File: config.mk
export PLATFORM = sky130hd
export DESIGN_NAME = ram_stream_reader
export DESIGN_NICKNAME = d
export VERILOG_FILES = /design/src/rtl/ram_stream_pkg.sv /design/src/rtl/stream_skid_buffer.sv /design/src/rtl/ram_stream_reader.sv
export SDC_FILE = /design/constraint.sdc
export NUM_CORES = 1
export LEC_CHECK = 0
export BUFFER_PORTS_ARGS = -buffer_cell sky130_fd_sc_hd__clkbuf_2
export CORE_AREA = 2 2 75 95
export CTS_BUF_LIST = sky130_fd_sc_hd__clkbuf_8
export DETAILED_ROUTE_END_ITERATION = 12
export DIE_AREA = 0 0 77 97
export GPL_TIMING_DRIVEN = 0
export HOLD_SLACK_MARGIN = 0.06
export PLACE_DENSITY = 0.64
export SETUP_SLACK_MARGIN = 0.1
export SYNTH_ARGS = -nofsm -noshare
export SYNTH_HDL_FRONTEND = slang
export SYNTH_SLANG_ARGS = --single-unit
File: constraint.sdc
create_clock -name clk -period 4.7 [get_ports clk]
set_input_delay 0.94 -clock clk [delete_from_list [all_inputs] [get_ports clk]]
set_output_delay 0.94 -clock clk [all_outputs]
set_load 0.01 [all_outputs]
File: src/rtl/ram_stream_pkg.sv
// rtl/ram_stream_pkg.sv - shared state encoding and default widths for ram_stream_reader
package ram_stream_pkg;

    localparam int DEFAULT_DATA_WIDTH = 8;
    localparam int DEFAULT_ADDR_WIDTH = 9;

    typedef enum logic [1:0] {
        IDLE  = 2'd0,
        RUN   = 2'd1,
        DRAIN = 2'd2
    } state_t;

endpackage

File: src/rtl/stream_skid_buffer.sv
// rtl/stream_skid_buffer.sv - 2-entry fall-through buffer between RAM read data and the output stream
module stream_skid_buffer #(
    parameter int DATA_WIDTH = 8
) (
    input  logic                  clk,
    input  logic                  rst,
    input  logic                  flush,
    input  logic [DATA_WIDTH-1:0] in_data,
    input  logic                  in_last,
    input  logic                  in_valid,
    output logic [DATA_WIDTH-1:0] out_data,
    output logic                  out_last,
    output logic                  out_valid,
    input  logic                  out_ready,
    output logic [1:0]            occupancy
);

    logic [DATA_WIDTH-1:0] mem_data [2];
    logic [1:0]            mem_last;
    logic                  rd_ptr;
    logic                  wr_ptr;
    logic [1:0]            count;
    logic                  empty;
    logic                  bypass;
    logic                  pop;
    logic                  push_store;
    logic                  pop_store;

    // An arriving word goes straight to the output when nothing is queued ahead of it.
    assign empty      = (count == 2'd0);
    assign bypass     = empty && in_valid;
    assign out_valid  = in_valid || !empty;
    assign out_data   = bypass ? in_data : mem_data[rd_ptr];
    assign out_last   = out_valid && (bypass ? in_last : mem_last[rd_ptr]);
    assign pop        = out_valid && out_ready;
    assign push_store = in_valid && !(empty && out_ready);
    assign pop_store  = pop && !empty;
    assign occupancy  = count;

    // Storage, pointers and occupancy; flush drops every queued word.
    always_ff @(posedge clk or posedge rst) begin
        if (rst) begin
            mem_data[0] <= '0;
            mem_data[1] <= '0;
            mem_last    <= '0;
            rd_ptr      <= 1'b0;
            wr_ptr      <= 1'b0;
            count       <= 2'd0;
        end else if (flush) begin
            rd_ptr <= 1'b0;
            wr_ptr <= 1'b0;
            count  <= 2'd0;
        end else begin
            if (push_store) begin
                mem_data[wr_ptr] <= in_data;
                mem_last[wr_ptr] <= in_last;
                wr_ptr           <= ~wr_ptr;
            end
            if (pop_store) begin
                rd_ptr <= ~rd_ptr;
            end
            count <= count + {1'b0, push_store} - {1'b0, pop_store};
        end
    end

endmodule

File: src/rtl/ram_stream_reader.sv
// rtl/ram_stream_reader.sv - streams LENGTH words from a synchronous RAM per start; abort input under RAM_STREAM_READER_ABORT_EN
module ram_stream_reader
    import ram_stream_pkg::*;
#(
    parameter int DATA_WIDTH = DEFAULT_DATA_WIDTH,
    parameter int ADDR_WIDTH = DEFAULT_ADDR_WIDTH,
    parameter int START_ADDR = 0,
    parameter int LENGTH     = 512
) (
    input  logic                  clk,
    input  logic                  rst,
`ifdef RAM_STREAM_READER_ABORT_EN
    input  logic                  abort,
`endif
    input  logic                  start,
    output logic                  busy,
    output logic                  done,
    output logic [ADDR_WIDTH-1:0] ram_addr,
    input  logic [DATA_WIDTH-1:0] ram_data,
    output logic [DATA_WIDTH-1:0] m_data,
    output logic                  m_valid,
    input  logic                  m_ready,
    output logic                  m_last
);

    localparam logic [ADDR_WIDTH-1:0] FIRST_ADDR = ADDR_WIDTH'(START_ADDR);
    localparam logic [ADDR_WIDTH:0]   LAST_IDX   = (ADDR_WIDTH + 1)'(LENGTH - 1);

    state_t                state;
    logic [ADDR_WIDTH-1:0] next_addr;
    logic [ADDR_WIDTH:0]   issued;
    logic                  addr_valid;
    logic                  addr_last;
    logic                  rd_valid;
    logic                  rd_last;
    logic [1:0]            occupancy;
    logic [2:0]            committed;
    logic                  pop;
    logic                  issue;
    logic                  abort_hit;
    logic                  done_hit;

`ifdef RAM_STREAM_READER_ABORT_EN
    assign abort_hit = abort && (state != IDLE);
`else
    assign abort_hit = 1'b0;
`endif

    // Words owed to the buffer after this cycle's handshake: queued, landing now, or addressed.
    assign pop       = m_valid && m_ready;
    assign committed = {1'b0, occupancy} + {2'b0, addr_valid} + {2'b0, rd_valid} - {2'b0, pop};
    assign issue     = (state == RUN) && !abort_hit && (committed < 3'd2);
    assign done_hit  = (state == DRAIN) && pop && m_last;

    stream_skid_buffer #(
        .DATA_WIDTH (DATA_WIDTH)
    ) u_skid (
        .clk       (clk),
        .rst       (rst),
        .flush     (abort_hit),
        .in_data   (ram_data),
        .in_last   (rd_last),
        .in_valid  (rd_valid),
        .out_data  (m_data),
        .out_last  (m_last),
        .out_valid (m_valid),
        .out_ready (m_ready),
        .occupancy (occupancy)
    );

    // Frame FSM, address generator and the one-cycle RAM latency tracking.
    always_ff @(posedge clk or posedge rst) begin
        if (rst) begin
            state      <= IDLE;
            busy       <= 1'b0;
            done       <= 1'b0;
            ram_addr   <= FIRST_ADDR;
            next_addr  <= FIRST_ADDR;
            issued     <= '0;
            addr_valid <= 1'b0;
            addr_last  <= 1'b0;
            rd_valid   <= 1'b0;
            rd_last    <= 1'b0;
        end else begin
            done       <= 1'b0;
            addr_valid <= issue;
            addr_last  <= issue && (issued == LAST_IDX);
            rd_valid   <= addr_valid;
            rd_last    <= addr_last;
            case (state)
                IDLE: begin
                    if (start) begin
                        state     <= RUN;
                        busy      <= 1'b1;
                        next_addr <= FIRST_ADDR;
                        issued    <= '0;
                    end
                end
                RUN: begin
                    if (issue) begin
                        ram_addr  <= next_addr;
                        next_addr <= next_addr + 1'b1;
                        issued    <= issued + 1'b1;
                        if (issued == LAST_IDX) begin
                            state <= DRAIN;
                        end
                    end
                end
                DRAIN: begin
                    if (done_hit) begin
                        state <= IDLE;
                        busy  <= 1'b0;
                        done  <= 1'b1;
                    end
                end
                default: state <= IDLE;
            endcase
            if (abort_hit) begin
                state      <= IDLE;
                busy       <= 1'b0;
                done       <= 1'b1;
                addr_valid <= 1'b0;
                addr_last  <= 1'b0;
                rd_valid   <= 1'b0;
                rd_last    <= 1'b0;
            end
        end
    end

endmodule

# Yosys cells after proc, flatten, opt, wreduce, memory -nomap -nowiden
# Cells that the tools add are included.
# totals
regBits	58
in_bits	12
out_inout_bits	21
word_cells	93
# op_classes
add_sub_neg	7
n_lt_le_gt_ge	7
eq_ne	7
muxes	29
bitwise	4
reduce_logical	23
# op_table
cell	count
8-bit 2-to-1 mux	5
10-bit 2-to-1 mux	2
10-bit one-hot mux with 2 select lines	1
9-bit 2-to-1 mux	2
9-bit one-hot mux with 2 select lines	1
16-bit bitwise mux	1
1-bit logical AND	12
10-bit by 1-bit adder with 10-bit output, second input constant	1
10-bit by 9-bit equality test with 1-bit output, second input constant	1
9-bit by 1-bit adder with 9-bit output, second input constant	1
8-bit demux with 1-bit select	1
1-bit 2-to-1 mux	8
2-bit 2-to-1 mux	4
2-bit inequality test, second input constant	3
2-bit one-hot mux with 3 select lines	1
3-bit AND reduction	2
2-bit >= comparator, second input constant	2
2-bit logical NOT	2
1-bit by 2-bit less-than comparator with 1-bit output, second input constant	2
1-bit inverter with 2-bit output	2
4-bit AND reduction	1
2-bit nonzero test	2
2-bit by 1-bit adder with 3-bit output	1
3-bit by 1-bit adder with 3-bit output	1
other kinds (16)	18

# Depth between registers and ports, before layout
# Gate-level depths: netlist of run 1.
# depth
word_depth	9
depth_mapped	14
depth_no_buf	12

# By module
# Synthesis of run 1 repeated with hierarchy kept, for this count alone.
# unflattened
cells_unflattened	268
area_unflattened_um2	2846.5
# modules_own_cells
module	instances	cells_per_inst	area_per_inst_um2	seq_area_each_um2
ram_stream_reader	1	175	1711.6	900.9
stream_skid_buffer	1	93	1134.8	550.5

# Worst setup path before layout of run 1
# OpenSTA, ideal clock, no wires.
# synth_timing
path_type	input to register
from	in m_ready
to	reg issued[9]
arrival_time_ns	3.333
slack_ns	1.290
path_stages	10
path_buffers	0
path_cell_list	and2_1 -> ha_1 -> inv_1 -> ha_1 -> a21o_1 -> fa_1 -> nor3b_4 -> nand2_2 -> or4_1 -> a21oi_1
# synth_between
elab_chain_len	6
# synth_lines
element	line_no	source
from (decl)	ram_stream_reader.sv:22	input logic m_ready,
1-bit logical AND	ram_stream_reader.sv:50	assign pop = m_valid && m_ready;
3-bit by 1-bit subtractor with 3-bit output	ram_stream_reader.sv:51	assign committed = {1'b0, occupancy} + {2'b0, addr_valid} + {2'b0, rd_valid} - {2'b0, pop};
3-bit by 2-bit less-than comparator with 1-bit output	ram_stream_reader.sv:52	assign issue = (state == RUN) && !abort_hit && (committed < 3'd2);
1-bit logical AND	ram_stream_reader.sv:52	
2-bit inequality test (no line)	-	
3-bit AND reduction (no line)	-	
to (signal assigned)	ram_stream_reader.sv:103	issued <= issued + 1'b1;
to (decl)	ram_stream_reader.sv:31	logic [ADDR_WIDTH:0] issued;
# No other way between the ends.
# A chain may end at the register's enable or synchronous reset.

# Final worst setup path of run 1
# layout_timing
from	reg u_skid.count[1], in the netlist u_skid.occupancy[1]
to	reg issued[9]
# layout_between
elab_chain_len	9
elab_cells_between_ends	11
# layout_lines
element	line_no	source
from (decl)	stream_skid_buffer.sv:22	logic [1:0] count;
from (signal assigned)	stream_skid_buffer.sv:62	count <= count + {1'b0, push_store} - {1'b0, pop_store};
branches (longest 4 deep; another with 2-bit by 1-bit adder with 3-bit output)	-	
3-bit by 1-bit subtractor with 3-bit output *	ram_stream_reader.sv:51	
3-bit by 2-bit less-than comparator with 1-bit output *	ram_stream_reader.sv:52	
1-bit logical AND *	ram_stream_reader.sv:52	
2-bit inequality test (no line) *	-	
3-bit AND reduction (no line) *	-	
# Every way passes the cells marked *.

==> results of run 1 <==
## sequential cells by signal (all words and copies together), names as in the netlist
| signal | count |
|---|---|
| state | 2 |
| u_skid.occupancy | 2 |
| busy | 1 |
| done | 1 |
| next_addr | 9 |
| u_skid.mem_data | 16 |
| addr_last | 1 |
| rd_last | 1 |
| u_skid.mem_last | 2 |
| rd_valid | 1 |
| ram_addr | 9 |
| u_skid.wr_ptr | 1 |
| issued | 10 |
| u_skid.rd_ptr | 1 |
| addr_valid | 1 |
## cell type report
cell class	instances	area share, %
sequential	58	44.9
multi-input combinational	162	38.1
clock buffer	12	5.11
tap	87	3.37
clock inverter	4	0.775
timing repair buffer	33	5.58
inverter	10	1.16
buffer	6	0.930
## path summary, 6_finish.rpt
path                                     start                   to  slack [ns]
hold reg to reg                      addr_last              rd_last        0.35
min in group asynchronous                  rst            issued[6]        0.62
hold / removal                       addr_last              rd_last        0.35
setup reg to reg           u_skid.occupancy[1]            issued[9]        1.07
setup / recovery           u_skid.occupancy[1]            issued[9]        1.07
max in group asynchronous                  rst  u_skid.mem_data[14]        3.52
## placed cells by master (no fill, tap or decap), types with 3 or more instances in the layout
cell type  synthesis  routed
nor3_1             5       5
clkbuf_8           0      12
buf_2              3       3
ha_1               6       6
and4_1             4       4
xor2_1             7       7
or4_1              3       3
inv_1             10       9
mux2_2            27      27
nand3_1            9       9
clkbuf_2           0      32
o21ai_0           14      14
dfrtp_1           58      58
xnor2_1            8       8
nand2_1           24      24
nand4_1            3       3
mux2i_1           12      12
nor2_1            13      13
## power breakdown
part / total [mW] / switching, mW / internal, mW
Combinational: 0.311 / 0.187 / 0.124
Clock: 0.427 / 0.195 / 0.232
Sequential: 0.525 / 0.00827 / 0.517
Total: 1.26 / 0.390 / 0.873
## routing by layer
layer / vias up / wire length [um]
li1: 915 / -
met1: 925 / 2500
met2: 36 / 2380
met3: 2 / 194
met4: 0 / 29
met5: - / 0
## cells by family (layout without fill, tap and decap cells)
family,after synthesis,in the layout
buffers and inverters,16,65
xor gates and xnor gates,16,16
AOI/OAI and AO/OA,25,25
and+or+nand+nor,75,75
adders and majority gates,7,7
muxes,39,39
DFF,58,58
## worst max-delay path: cells and delay by family (launching register included)
family / cells / cell delay (ns)
compound gates: 2 / 0.32
buf+inv: 2 / 0.20
simple gates: 6 / 1.63
flops: 1 / 0.36
fa+ha+maj: 3 / 1.05
==> metrics.json, run 1 <==
{
  "floorplan": {
    "placementRows": 33,
    "die_height_um": 97,
    "die_extent_in_x_um": 77,
    "floorplan.die_area_mm2": 0.00747,
    "number_of_ports_placed_on_the_die_boundary": 33,
    "area_of_the_core_region_mm2": 0.00652,
    "effective_utilization_at_floorplan_pct": 42.2
  },
  "synthesis": {
    "synth.area.mux_share_pct": 15.4,
    "postSynthCellCount": 236,
    "synth.top_cells.by_area": "dfrtp_1 (53%), mux2_2 (11%), mux2i_1 (4.4%), nand2_1 (3.3%), ha_1 (2.7%)",
    "synth_largest_type_area_fraction_pct": 52.8,
    "synth_fp_nets": 255,
    "number_of_synthesized_flops_with_an_enable_pin": 0,
    "yosys_warnings": 0,
    "largest_family_of_logic_cells_by_synthesized_area": "multiplexers",
    "synth_seq_cells": 58,
    "top_post_synthesis_cells_by_count": "dfrtp_1 (58), mux2_2 (27), nand2_1 (24)",
    "synth-adder-area-share_pct": 3.46,
    "syn-cell-area_mm2": 0.00275,
    "synth_most_common_cell": "dfrtp_1",
    "synth_ff_type": "dfrtp_1",
    "synth_area_in_simple_gates_pct": 14.7,
    "synth-compound-area-share_pct": 5.41,
    "synth_async_reset_ratio_pct": 100,
    "sequential_share_of_the_synthesized_area_pct": 52.8,
    "post-synth-top-area-cell": "dfrtp_1",
    "netlist-cell-type-count": 39,
    "avgSynthCellArea_um2": 11.7,
    "post_synth_xor_area_fraction_pct": 5.78
  },
  "timing": {
    "setup_total_negative_slack_ns": 0,
    "final_setup_skew_ns": 0.00744,
    "setup_ws_ns": 1.07,
    "whs_ns": 0.351,
    "post-route-min-period_ns": 3.63,
    "unrepaired_setup_endpoints_after_global_routing": "no",
    "report.final.hold_viol_count": 0,
    "finalCritPeriodShare_pct": 77.2,
    "drv_slew": 0,
    "setup_viol": 0,
    "worst_slew_pin_slew_ns": 0.674,
    "timing.max_slew.rel_slack_pct": 54.7,
    "fmax_mhz": 276
  },
  "grt": {
    "grt_antenna_before_repair": 0,
    "grt_usage_pct": 15.2,
    "grt_start_max_net_pins": 37,
    "wire_length_of_the_first_global_routing_pass_um": 8950,
    "grt_pass1_vias": 1816,
    "grt_util_met2_pct": 22.7,
    "grtUsageMet3_pct": 4.57,
    "gr-usage-met1_pct": 20.5,
    "top_usage_layer": "met2",
    "gr-total-overflow": 0
  },
  "cts": {
    "max-clock-path-buffers": 2,
    "clock_tree.htree_level_count": 3,
    "post-cts-setup-buffers": 0,
    "numCtsBuffers": 9,
    "clock_insertion_delay_worst_skew_ns": 0.33,
    "tritoncts_num_sinks": 58,
    "path_clk_slew_ns": 0.07,
    "cts.hold.buffers_added": 0,
    "ctsRootBufferMaster": "clkbuf_8",
    "tritoncts": "done",
    "post_cts_resized": 0
  },
  "min_path": {
    "min_path_type": "flop to flop",
    "hold_depth": 0
  },
  "pwr": {
    "ir_drop_uv": 182,
    "p_total_mw": 1.26,
    "total_leakage_power_nw": 1.58,
    "pwr_density_cell_mw_per_mm2": 391
  },
  "finish": {
    "final_layout_size_suffix_gt1_share_pct": 30.5,
    "synthToLayoutAreaGrowth_pct": 17.4,
    "area_taken_by_flip_flops_and_latches_mm2": 0.00145,
    "final_core_utilization_pct": 49.5,
    "fin_area_mm2": 0.00323,
    "final_layout_fill_cell_count": 642,
    "multi_input_comb_area_mm2": 0.00123,
    "num-nets-final": 299,
    "n_antenna_cell": 0,
    "stdcell_count": 372
  },
  "route": {
    "dr.first_iter.drc_count": 75,
    "first_pass_iters": 5,
    "detail_route.vias_per_cell": 5.05,
    "routed_wl_um": 5100,
    "drc_errors": 0,
    "drt.antenna.violating_nets": 0,
    "dr_total_vias": 1878,
    "wire_per_inst_um": 13.7
  },
  "critical_path": {
    "cp_slowest_cell": "or4_1",
    "worstSetupStartpointType": "flop",
    "crit_path_max_fanout": 8,
    "required_ns": 4.96,
    "critPathCaptureType": "flop",
    "cell_by_cell_trace_of_the_critical_path": "buf_4, nor2_1, nand2_1, and2_1, ha_1, inv_1, ha_1, a21o_1, fa_1, nor3b_4, nand2_2, or4_1, a21oi_1",
    "critPathMaxStageDelay_ns": 0.54,
    "cp_common_cell": "ha_1",
    "critical_path_type": "flop to flop",
    "timing.critical_path.arrival_ns": 3.89,
    "r2r_cells": 13
  },
  "placement": {
    "dp_slack_ns": 0.915,
    "portbufs": 32,
    "numPlacedInstances": 356,
    "gp_congestion": 0.830,
    "placed_cell_area_mm2": 0.00304,
    "post-dp-hpwl_um": 3590
  },
  "status": {
    "status": "complete, no violations"
  },
  "run": {
    "cap_viol_max_count": 0
  }
}
(Power assumes the default switching activity.)
==> inputs of run 2 (changes only) <==
==> constraint.sdc (replaced) <==
create_clock -name clk -period 3.5 [get_ports clk]
set_input_delay 0.7 -clock clk [delete_from_list [all_inputs] [get_ports clk]]
set_output_delay 0.7 -clock clk [all_outputs]
set_load 0.01 [all_outputs]
==> run 2 against run 1 <==
Against the previous run: cell area increased by 4.5%; sequential power increased by 35%; via count increased by 3.6%; clock skew decreased by 0.0011 ns; largest cell class unchanged; critical endpoint is now next_addr[7]; first-iteration DRC count increased by 13%; highest routed layer unchanged; hold slack about the same; utilization increased by 2.2 points.
==> metrics.json, run 2 (synthesized netlist as in run 1, its figures left out) <==
{
  "cts": {
    "tritoncts": "done",
    "max-clock-path-buffers": {"value": 2, "change": "unchanged"},
    "tritoncts_num_sinks": {"value": 58, "change": "unchanged"},
    "numCtsBuffers": {"value": 9, "change": "unchanged"},
    "cts.hold.buffers_added": {"value": 0, "change": "unchanged"},
    "clock_insertion_delay_worst_skew": {"value": 0.33, "unit": "ns", "change": "about the same"},
    "ctsRootBufferMaster": "clkbuf_8",
    "clock_tree.htree_level_count": {"value": 3, "change": "unchanged"},
    "path_clk_slew": {"value": 0.07, "unit": "ns", "change": "about the same"}
  },
  "finish": {
    "n_antenna_cell": {"value": 0, "change": "unchanged"},
    "final_core_utilization": {"value": 51.7, "unit": "%", "change": "+2.2 points"},
    "synthToLayoutAreaGrowth_pct": 22.7,
    "multi_input_comb_area": {"value": 0.00127, "unit": "mm^2", "change": "+3.0%"},
    "largest_reg_by_ff_count": "u_skid.mem_data",
    "final_layout_fill_cell_count": {"value": 631, "change": "-1.7%"},
    "largest_register_ffs": {"value": 16, "change": "unchanged"},
    "final_layout_size_suffix_gt1_share": {"value": 36.1, "unit": "%", "change": "+5.6 points"},
    "area_taken_by_flip_flops_and_latches": {"value": 0.00145, "unit": "mm^2", "change": "unchanged"},
    "layout_common_cells": "dfrtp_1 (58), clkbuf_2 (32), mux2_2 (27)",
    "top_regs": "u_skid.mem_data x16, issued x10",
    "num-nets-final": {"value": 313, "change": "+4.7%"},
    "final_common_cell": "dfrtp_1"
  },
  "timing": {
    "post-route-min-period": {"value": 3.24, "unit": "ns", "change": "-0.389 ns"},
    "final_setup_skew": {"value": 0.00636, "unit": "ns", "change": "-0.00107 ns"},
    "drv_slew": {"value": 0, "change": "unchanged"},
    "unrepaired_setup_endpoints_after_global_routing": "yes",
    "finalCritPeriodShare": {"value": 92.6, "unit": "%", "change": "+15 points"},
    "timing.max_slew.rel_slack": {"value": 51.1, "unit": "%", "change": "-3.6 points"},
    "setup_viol": {"value": 0, "change": "unchanged"},
    "worst_slew_pin_slew": {"value": 0.728, "unit": "ns", "change": "+0.0545 ns"},
    "fmax": {"value": 309, "unit": "MHz", "change": "+12%"},
    "setup_total_negative_slack": {"value": 0, "unit": "ns", "change": "unchanged"},
    "whs": {"value": 0.351, "unit": "ns", "change": "+0.000124 ns"},
    "report.final.hold_viol_count": {"value": 0, "change": "unchanged"}
  },
  "route": {
    "wire_per_inst": {"value": 13.6, "unit": "um", "change": "-0.94%"},
    "detail_route.vias_per_cell": {"value": 5.04, "change": "-0.14%"},
    "drc_errors": {"value": 0, "change": "unchanged"},
    "first_pass_iters": {"value": 4, "change": "-1"},
    "dr.first_iter.drc_count": {"value": 85, "change": "+13%"},
    "drt.antenna.violating_nets": {"value": 0, "change": "unchanged"},
    "routed_wl": {"value": 5240, "unit": "um", "change": "+2.8%"},
    "dr_total_vias": {"value": 1946, "change": "+3.6%"}
  },
  "critical_path": {
    "worst-r2r-setup-slack": {"value": 0.26, "unit": "ns", "change": "-0.81 ns"},
    "reg2reg_to": "next_addr[7]",
    "r2r_cells": {"value": 14, "change": "+1"},
    "critPathCaptureType": "flop",
    "crit-reg2reg-launch": "u_skid.occupancy[1]",
    "crit_path_max_fanout": {"value": 4, "change": "-4"},
    "critical_path_type": "flop to flop",
    "crit_path_start": "u_skid.occupancy[1]",
    "capturing_element_of_the_worst_setup_path": "next_addr[7]",
    "timing.critical_path.arrival": {"value": 3.51, "unit": "ns", "change": "-0.38 ns"},
    "worstSetupStartpointType": "flop",
    "required": {"value": 3.77, "unit": "ns", "change": "-1.19 ns"}
  },
  "run": {
    "cap_viol_max_count": {"value": 0, "change": "unchanged"}
  },
  "pwr": {
    "p_total": {"value": 1.80, "unit": "mW", "change": "+42%"},
    "pwr_density_cell": {"value": 532, "unit": "mW/mm^2", "change": "+36%"},
    "clock_power_share": {"value": 32.0, "unit": "%", "change": "-1.8 points"},
    "power.share.combinational": {"value": 28.5, "unit": "%", "change": "+3.9 points"},
    "total_leakage_power": {"value": 1.66, "unit": "nW", "change": "+4.8%"},
    "intPower": {"value": 1.24, "unit": "mW", "change": "+42%"},
    "total_switching_power": {"value": 0.561, "unit": "mW", "change": "+44%"},
    "ir_drop": {"value": 254, "unit": "uV", "change": "+39%"},
    "power_frac_seq": {"value": 39.5, "unit": "%", "change": "-2.0 points"},
    "power_switching_share": {"value": 31.2, "unit": "%", "change": "+0.35 points"}
  },
  "status": {
    "status": "complete, no violations"
  },
  "floorplan": {
    "area_of_the_core_region": {"value": 0.00652, "unit": "mm^2", "change": "unchanged"},
    "die_height": {"value": 97, "unit": "um", "change": "unchanged"},
    "number_of_ports_placed_on_the_die_boundary": {"value": 33, "change": "unchanged"},
    "die_extent_in_x": {"value": 77, "unit": "um", "change": "unchanged"},
    "floorplan.die_area": {"value": 0.00747, "unit": "mm^2", "change": "unchanged"},
    "effective_utilization_at_floorplan": {"value": 42.2, "unit": "%", "change": "unchanged"},
    "placementRows": {"value": 33, "change": "unchanged"}
  },
  "grt": {
    "grt_pass1_vias": {"value": 1837, "change": "+1.2%"},
    "gr-total-overflow": {"value": 0, "change": "unchanged"},
    "grt_antenna_before_repair": {"value": 0, "change": "unchanged"},
    "grt_usage": {"value": 15.3, "unit": "%", "change": "+0.12 points"},
    "wire_length_of_the_first_global_routing_pass": {"value": 9040, "unit": "um", "change": "+1.0%"},
    "grt_start_max_net_pins": {"value": 37, "change": "unchanged"}
  },
  "placement": {
    "post-dp-hpwl": {"value": 3590, "unit": "um", "change": "unchanged"},
    "gp_congestion": {"value": 0.830, "change": "unchanged"},
    "portbufs": {"value": 32, "change": "unchanged"}
  },
  "min_path": {
    "min_path_type": "flop to flop",
    "hold_depth": {"value": 0, "change": "unchanged"}
  }
}
[run 2: critical path, cell delays in order (launching register included)]
cell and delay [ns]:
dfrtp_1 0.37, buf_6 0.12, nor2_4 0.10, nand2_2 0.07, and2_1 0.16, ha_1 0.26, inv_1 0.03, ha_1 0.26
a21o_1 0.20, fa_2 0.50, nor3b_4 0.26, buf_4 0.17, nand4_1 0.11, or4_1 0.49, nand2_1 0.08
[run 2: area by class of cell]
class | count | share of cell area (%)
Tap cell | 87 | 3.22
Inverter | 10 | 1.11
Timing Repair Buffer | 47 | 8.45
Multi-Input combinational cell | 162 | 37.6
Clock inverter | 4 | 0.741
Sequential cell | 58 | 43.0
Clock buffer | 12 | 4.89
Buffer | 6 | 1.00
[run 2: worst min-delay path by stage]
stage | endpoint | startpoint | slack (ns)
2_1_floorplan | rd_last | addr_last | 0.33
3_3_place_gp | rd_last | addr_last | 0.33
3_5_place_dp | rd_last | addr_last | 0.34
4_1_cts | rd_last | addr_last | 0.35
5_1_grt | rd_last | addr_last | 0.36
6_report | rd_last | addr_last | 0.35
[run 2: through the flow]
stage / instance area (um^2) / std cells / worst slack (ns)
final: 3380 / 386 / 0.259
after global routing: 3380 / 386 / 0.0625
after CTS: 3270 / 374 / 0.129
after detailed placement: 3040 / 356 / -0.125
after global placement: 3020 / 355 / -0.100
after floorplan: 2750 / 236 / 0.108
[run 2: power by group through the flow]
stage / Sequential (mW) / Combinational (mW) / Clock, mW
detailed placement: 0.717 / 0.423 / 0
global route: 0.711 / 0.563 / 0.628
floorplan: 0.715 / 0.320 / 0
finish: 0.709 / 0.513 / 0.575
global placement: 0.717 / 0.417 / 0
CTS: 0.708 / 0.447 / 0.595
[run 2: what timing repair did]
action / 4_1_cts / 5_1_grt
resized for setup: 6 / 4
setup endpoints to repair: 18 / 13
buffers inserted: 2 / 12
pin swaps: 1 / 7
[run 2: metal layers]
metal | global-route usage [%] | part of all wire, % | routed length (um) | vias to the layer above
met5 | 0 | 0 | 0 | -
met4 | 6.18 | 1.0 | 55 | 0
met3 | 4.57 | 4.0 | 210 | 6
met2 | 22.9 | 47 | 2450 | 36
met1 | 20.7 | 48 | 2520 | 957
li1 | - | - | - | 947
==> inputs of run 3 (changes only) <==
--- a/config.mk
+++ b/config.mk
@@ -5,14 +5,15 @@
 export SDC_FILE = /design/constraint.sdc
 export NUM_CORES = 1
 export LEC_CHECK = 0
+export ABC_AREA = 1
 export BUFFER_PORTS_ARGS = -buffer_cell sky130_fd_sc_hd__clkbuf_2
-export CORE_AREA = 2 2 75 95
+export CORE_AREA = 2 2 77 97
 export CTS_BUF_LIST = sky130_fd_sc_hd__clkbuf_8
 export DETAILED_ROUTE_END_ITERATION = 12
-export DIE_AREA = 0 0 77 97
+export DIE_AREA = 0 0 79 99
 export GPL_TIMING_DRIVEN = 0
 export HOLD_SLACK_MARGIN = 0.06
-export PLACE_DENSITY = 0.64
+export PLACE_DENSITY = 0.63
 export SETUP_SLACK_MARGIN = 0.1
 export SYNTH_ARGS = -nofsm -noshare
 export SYNTH_HDL_FRONTEND = slang
==> run 3 against run 2 <==
Against the previous run: hold slack got worse by 0.0025 ns; first-iteration DRC count down 12%; cell area about the same; non-clock buffer count down 10; critical path type unchanged.
==> metrics.json, run 3 <==
{
  "synthesis": {
    "synth_fp_nets": {"value": 376, "change": "+47%"},
    "largest_family_of_logic_cells_by_synthesized_area": "simple AND/OR/NAND/NOR gates",
    "syn-cell-area": {"value": 0.00287, "unit": "mm^2", "change": "+4.3%"},
    "synth.top_cells.by_area": "dfrtp_1 (51%), nand2_1 (14%), inv_1 (5.6%), o21ai_0 (5.2%), nor2_1 (4.2%)",
    "synth_async_reset_ratio": {"value": 100, "unit": "%", "change": "unchanged"},
    "synth_largest_type_area_fraction": {"value": 50.6, "unit": "%", "change": "-2.2 points"},
    "top_post_synthesis_cells_by_count": "nand2_1 (109), dfrtp_1 (58), inv_1 (43)",
    "avgSynthCellArea": {"value": 8.04, "unit": "um^2", "change": "-31%"},
    "netlist-cell-type-count": {"value": 29, "change": "-26%"},
    "postSynthCellCount": {"value": 357, "change": "+51%"},
    "post_synth_xor_area_fraction": {"value": 0.916, "unit": "%", "change": "-4.9 points"},
    "sequential_share_of_the_synthesized_area": {"value": 50.6, "unit": "%", "change": "-2.2 points"},
    "yosys_warnings": {"value": 0, "change": "unchanged"},
    "post-synth-top-area-cell": "dfrtp_1",
    "synth_ff_type": "dfrtp_1",
    "synth-compound-area-share": {"value": 11.7, "unit": "%", "change": "+6.3 points"},
    "synth.area.mux_share": {"value": 0, "unit": "%", "change": "-15 points"},
    "synth_seq_cells": {"value": 58, "change": "unchanged"},
    "synth_area_in_simple_gates": {"value": 25.5, "unit": "%", "change": "+11 points"},
    "synth_most_common_cell": "nand2_1",
    "number_of_synthesized_flops_with_an_enable_pin": {"value": 0, "change": "unchanged"},
    "synth-adder-area-share": {"value": 3.31, "unit": "%", "change": "-0.14 points"}
  },
  "grt": {
    "gr-total-overflow": {"value": 0, "change": "unchanged"},
    "grt_antenna_before_repair": {"value": 0, "change": "unchanged"},
    "grt_start_max_net_pins": {"value": 34, "change": "-8.1%"},
    "grt_pass1_vias": {"value": 2447, "change": "+33%"},
    "wire_length_of_the_first_global_routing_pass": {"value": 10900, "unit": "um", "change": "+20%"},
    "grt_usage": {"value": 17.9, "unit": "%", "change": "+2.6 points"}
  },
  "floorplan": {
    "area_of_the_core_region": {"value": 0.00689, "unit": "mm^2", "change": "+5.6%"},
    "placementRows": {"value": 34, "change": "+3.0%"},
    "effective_utilization_at_floorplan": {"value": 41.6, "unit": "%", "change": "-0.53 points"},
    "die_height": {"value": 99, "unit": "um", "change": "+2.1%"},
    "number_of_ports_placed_on_the_die_boundary": {"value": 33, "change": "unchanged"},
    "floorplan.die_area": {"value": 0.00782, "unit": "mm^2", "change": "+4.7%"},
    "die_extent_in_x": {"value": 79, "unit": "um", "change": "+2.6%"}
  },
  "cts": {
    "tritoncts": "done",
    "numCtsBuffers": {"value": 9, "change": "unchanged"},
    "max-clock-path-buffers": {"value": 2, "change": "unchanged"},
    "post-cts-setup-buffers": {"value": 0, "change": "-2"},
    "ctsRootBufferMaster": "clkbuf_8",
    "clock_tree.htree_level_count": {"value": 3, "change": "unchanged"},
    "path_clk_slew": {"value": 0.06, "unit": "ns", "change": "about the same"},
    "clock_insertion_delay_worst_skew": {"value": 0.34, "unit": "ns", "change": "about the same"},
    "tritoncts_num_sinks": {"value": 58, "change": "unchanged"}
  },
  "timing": {
    "unrepaired_setup_endpoints_after_global_routing": "yes",
    "worst_slew_pin_slew": {"value": 0.717, "unit": "ns", "change": "-0.0108 ns"},
    "setup_ws": {"value": 0.419, "unit": "ns", "change": "+0.159 ns"},
    "setup_viol": {"value": 0, "change": "unchanged"},
    "post-route-min-period": {"value": 3.08, "unit": "ns", "change": "-0.159 ns"},
    "whs": {"value": 0.349, "unit": "ns", "change": "-0.00250 ns"},
    "fmax": {"value": 325, "unit": "MHz", "change": "+5.2%"},
    "setup_total_negative_slack": {"value": 0, "unit": "ns", "change": "unchanged"},
    "finalCritPeriodShare": {"value": 88.0, "unit": "%", "change": "-4.5 points"},
    "timing.max_slew.rel_slack": {"value": 52.1, "unit": "%", "change": "+1.0 points"},
    "final_setup_skew": {"value": 0.00486, "unit": "ns", "change": "-0.00151 ns"},
    "drv_slew": {"value": 0, "change": "unchanged"},
    "report.final.hold_viol_count": {"value": 0, "change": "unchanged"}
  },
  "placement": {
    "portbufs": {"value": 32, "change": "unchanged"},
    "gp_congestion": {"value": 0.844, "change": "+1.8%"},
    "placed_cell_area": {"value": 0.00316, "unit": "mm^2", "change": "+4.0%"},
    "numPlacedInstances": {"value": 480, "change": "+35%"},
    "post-dp-hpwl": {"value": 4570, "unit": "um", "change": "+27%"},
    "dp_slack": {"value": 0.229, "unit": "ns", "change": "+0.354 ns"}
  },
  "critical_path": {
    "crit-reg2reg-launch": "u_skid.occupancy[1]",
    "critical_path_type": "flop to flop",
    "r2r_cells": {"value": 16, "change": "+2"},
    "cp_common_cell": "nand2_1",
    "crit_path_start": "u_skid.occupancy[1]",
    "timing.critical_path.arrival": {"value": 3.29, "unit": "ns", "change": "-0.22 ns"},
    "critPathMaxStageDelay": {"value": 0.45, "unit": "ns", "change": "-0.05 ns"},
    "required": {"value": 3.71, "unit": "ns", "change": "-0.06 ns"},
    "worstSetupStartpointType": "flop",
    "reg2reg_to": "next_addr[8]",
    "crit_path_max_fanout": {"value": 10, "change": "+6"},
    "capturing_element_of_the_worst_setup_path": "next_addr[8]",
    "cell_by_cell_trace_of_the_critical_path": "inv_1, nand2_1, nor2_1, nor2_1, ha_1, inv_1, ha_1, a21o_1, fa_1, a21oi_2, nand3_2, nand2_1, inv_2, buf_2, nand2_1, o21ai_0",
    "critPathCaptureType": "flop",
    "worst-r2r-setup-slack": {"value": 0.42, "unit": "ns", "change": "+0.16 ns"},
    "cp_slowest_cell": "fa_1"
  },
  "pwr": {
    "pwr_density_cell": {"value": 866, "unit": "mW/mm^2", "change": "+63%"},
    "total_leakage_power": {"value": 1.73, "unit": "nW", "change": "+4.4%"},
    "p_total": {"value": 2.92, "unit": "mW", "change": "+63%"},
    "ir_drop": {"value": 454, "unit": "uV", "change": "+79%"}
  },
  "finish": {
    "layout_common_cells": "nand2_1 (109), dfrtp_1 (58), inv_1 (43)",
    "final_common_cell": "nand2_1",
    "stdcell_count": {"value": 495, "change": "+28%"},
    "final_core_utilization": {"value": 48.9, "unit": "%", "change": "-2.8 points"},
    "synthToLayoutAreaGrowth_pct": 17.6,
    "n_antenna_cell": {"value": 0, "change": "unchanged"},
    "largest_reg_by_ff_count": "u_skid.mem_data",
    "top_regs": "u_skid.mem_data x16, issued x10",
    "largest_register_ffs": {"value": 16, "change": "unchanged"},
    "num-nets-final": {"value": 420, "change": "+34%"},
    "final_layout_fill_cell_count": {"value": 682, "change": "+8.1%"},
    "fin_area": {"value": 0.00337, "unit": "mm^2", "change": "about the same"},
    "final_layout_size_suffix_gt1_share": {"value": 17.5, "unit": "%", "change": "-19 points"}
  },
  "route": {
    "dr_total_vias": {"value": 2427, "change": "+25%"},
    "wire_per_inst": {"value": 12.5, "unit": "um", "change": "-7.7%"},
    "first_pass_iters": {"value": 4, "change": "unchanged"},
    "dr.first_iter.drc_count": {"value": 75, "change": "-12%"},
    "routed_wl": {"value": 6210, "unit": "um", "change": "+18%"},
    "drt.antenna.violating_nets": {"value": 0, "change": "unchanged"},
    "detail_route.vias_per_cell": {"value": 4.90, "change": "-2.7%"},
    "drc_errors": {"value": 0, "change": "unchanged"}
  },
  "min_path": {
    "min_path_type": "flop to flop"
  },
  "run": {
    "cap_viol_max_count": {"value": 0, "change": "unchanged"}
  },
  "status": {
    "status": "complete, no violations"
  }
}
## run 3: cell types whose count changed in the layout (fill, tap and decap cells not counted), sizes merged, moves of 12 or more
cell / delta
mux2i: -12
nor2: +20
inv: +36
o21ai: +27
mux2: -27
nand3: +12
nand2: +84
buf: -13
## run 3: how the worst min path moves through the flow
| stage | from | endpoint | slack, ns | depth (start not counted) |
|---|---|---|---|---|
| 6_report | addr_last | rd_last | 0.35 | 0 |
| 5_1_grt | addr_last | rd_last | 0.35 | 0 |
| 4_1_cts | addr_last | rd_last | 0.35 | 0 |
| 3_5_place_dp | addr_last | rd_last | 0.34 | 0 |
| 3_3_place_gp | addr_last | rd_last | 0.34 | 0 |
| 2_1_floorplan | addr_last | rd_last | 0.33 | 0 |
## run 3: kinds of logic after synthesis
kind of cell / after synthesis
buffers and inverters: 57
xor gates and xnor gates: 3
and+or+nand+nor: 177
adders and majority gates: 7
DFF: 58
AOI/OAI and AO/OA: 55
## run 3: area by class of cell
type,instances,area (um^2),area share [%]
Buffer,10,52.6,1.56
Clock buffer,12,165,4.90
Multi-Input combinational cell,242,1190,35.3
Clock inverter,3,38.8,1.15
Tap cell,90,113,3.34
Sequential cell,58,1450,43.0
Inverter,47,180,5.34
Timing Repair Buffer,33,180,5.34
## run 3: per-layer routing
metal / part of all wire, % / vias to the layer above / GRT usage [%]
li1: - / 1229 / -
met1: 43 / 1145 / 20.4
met2: 52 / 38 / 30.8
met3: 3.3 / 15 / 3.85
met4: 2.2 / 0 / 9.95
met5: 0 / - / 0
## run 3: power by group
part	switching [mW]	internal (mW)	total [mW]
clock	0.252	0.379	0.631
combinational	0.841	0.441	1.28
sequential	0.137	0.872	1.01
total	1.23	1.69	2.92
## run 3: critical path, delay by kind of cell (launching register included)
kind | cells | cell delay (ns)
buffers and inverters | 4 | 0.51
AND/OR/NAND/NOR | 6 | 0.64
flip-flops | 1 | 0.42
AO/OA/AOI/OAI | 3 | 0.39
adder cells (fa/ha/maj) | 3 | 0.98
## run 3: repair_timing
action	CTS	global route
gates resized for setup	0	2
hold buffers	0	0
setup endpoints to repair	0	4
endpoints found under the hold margin	0	0
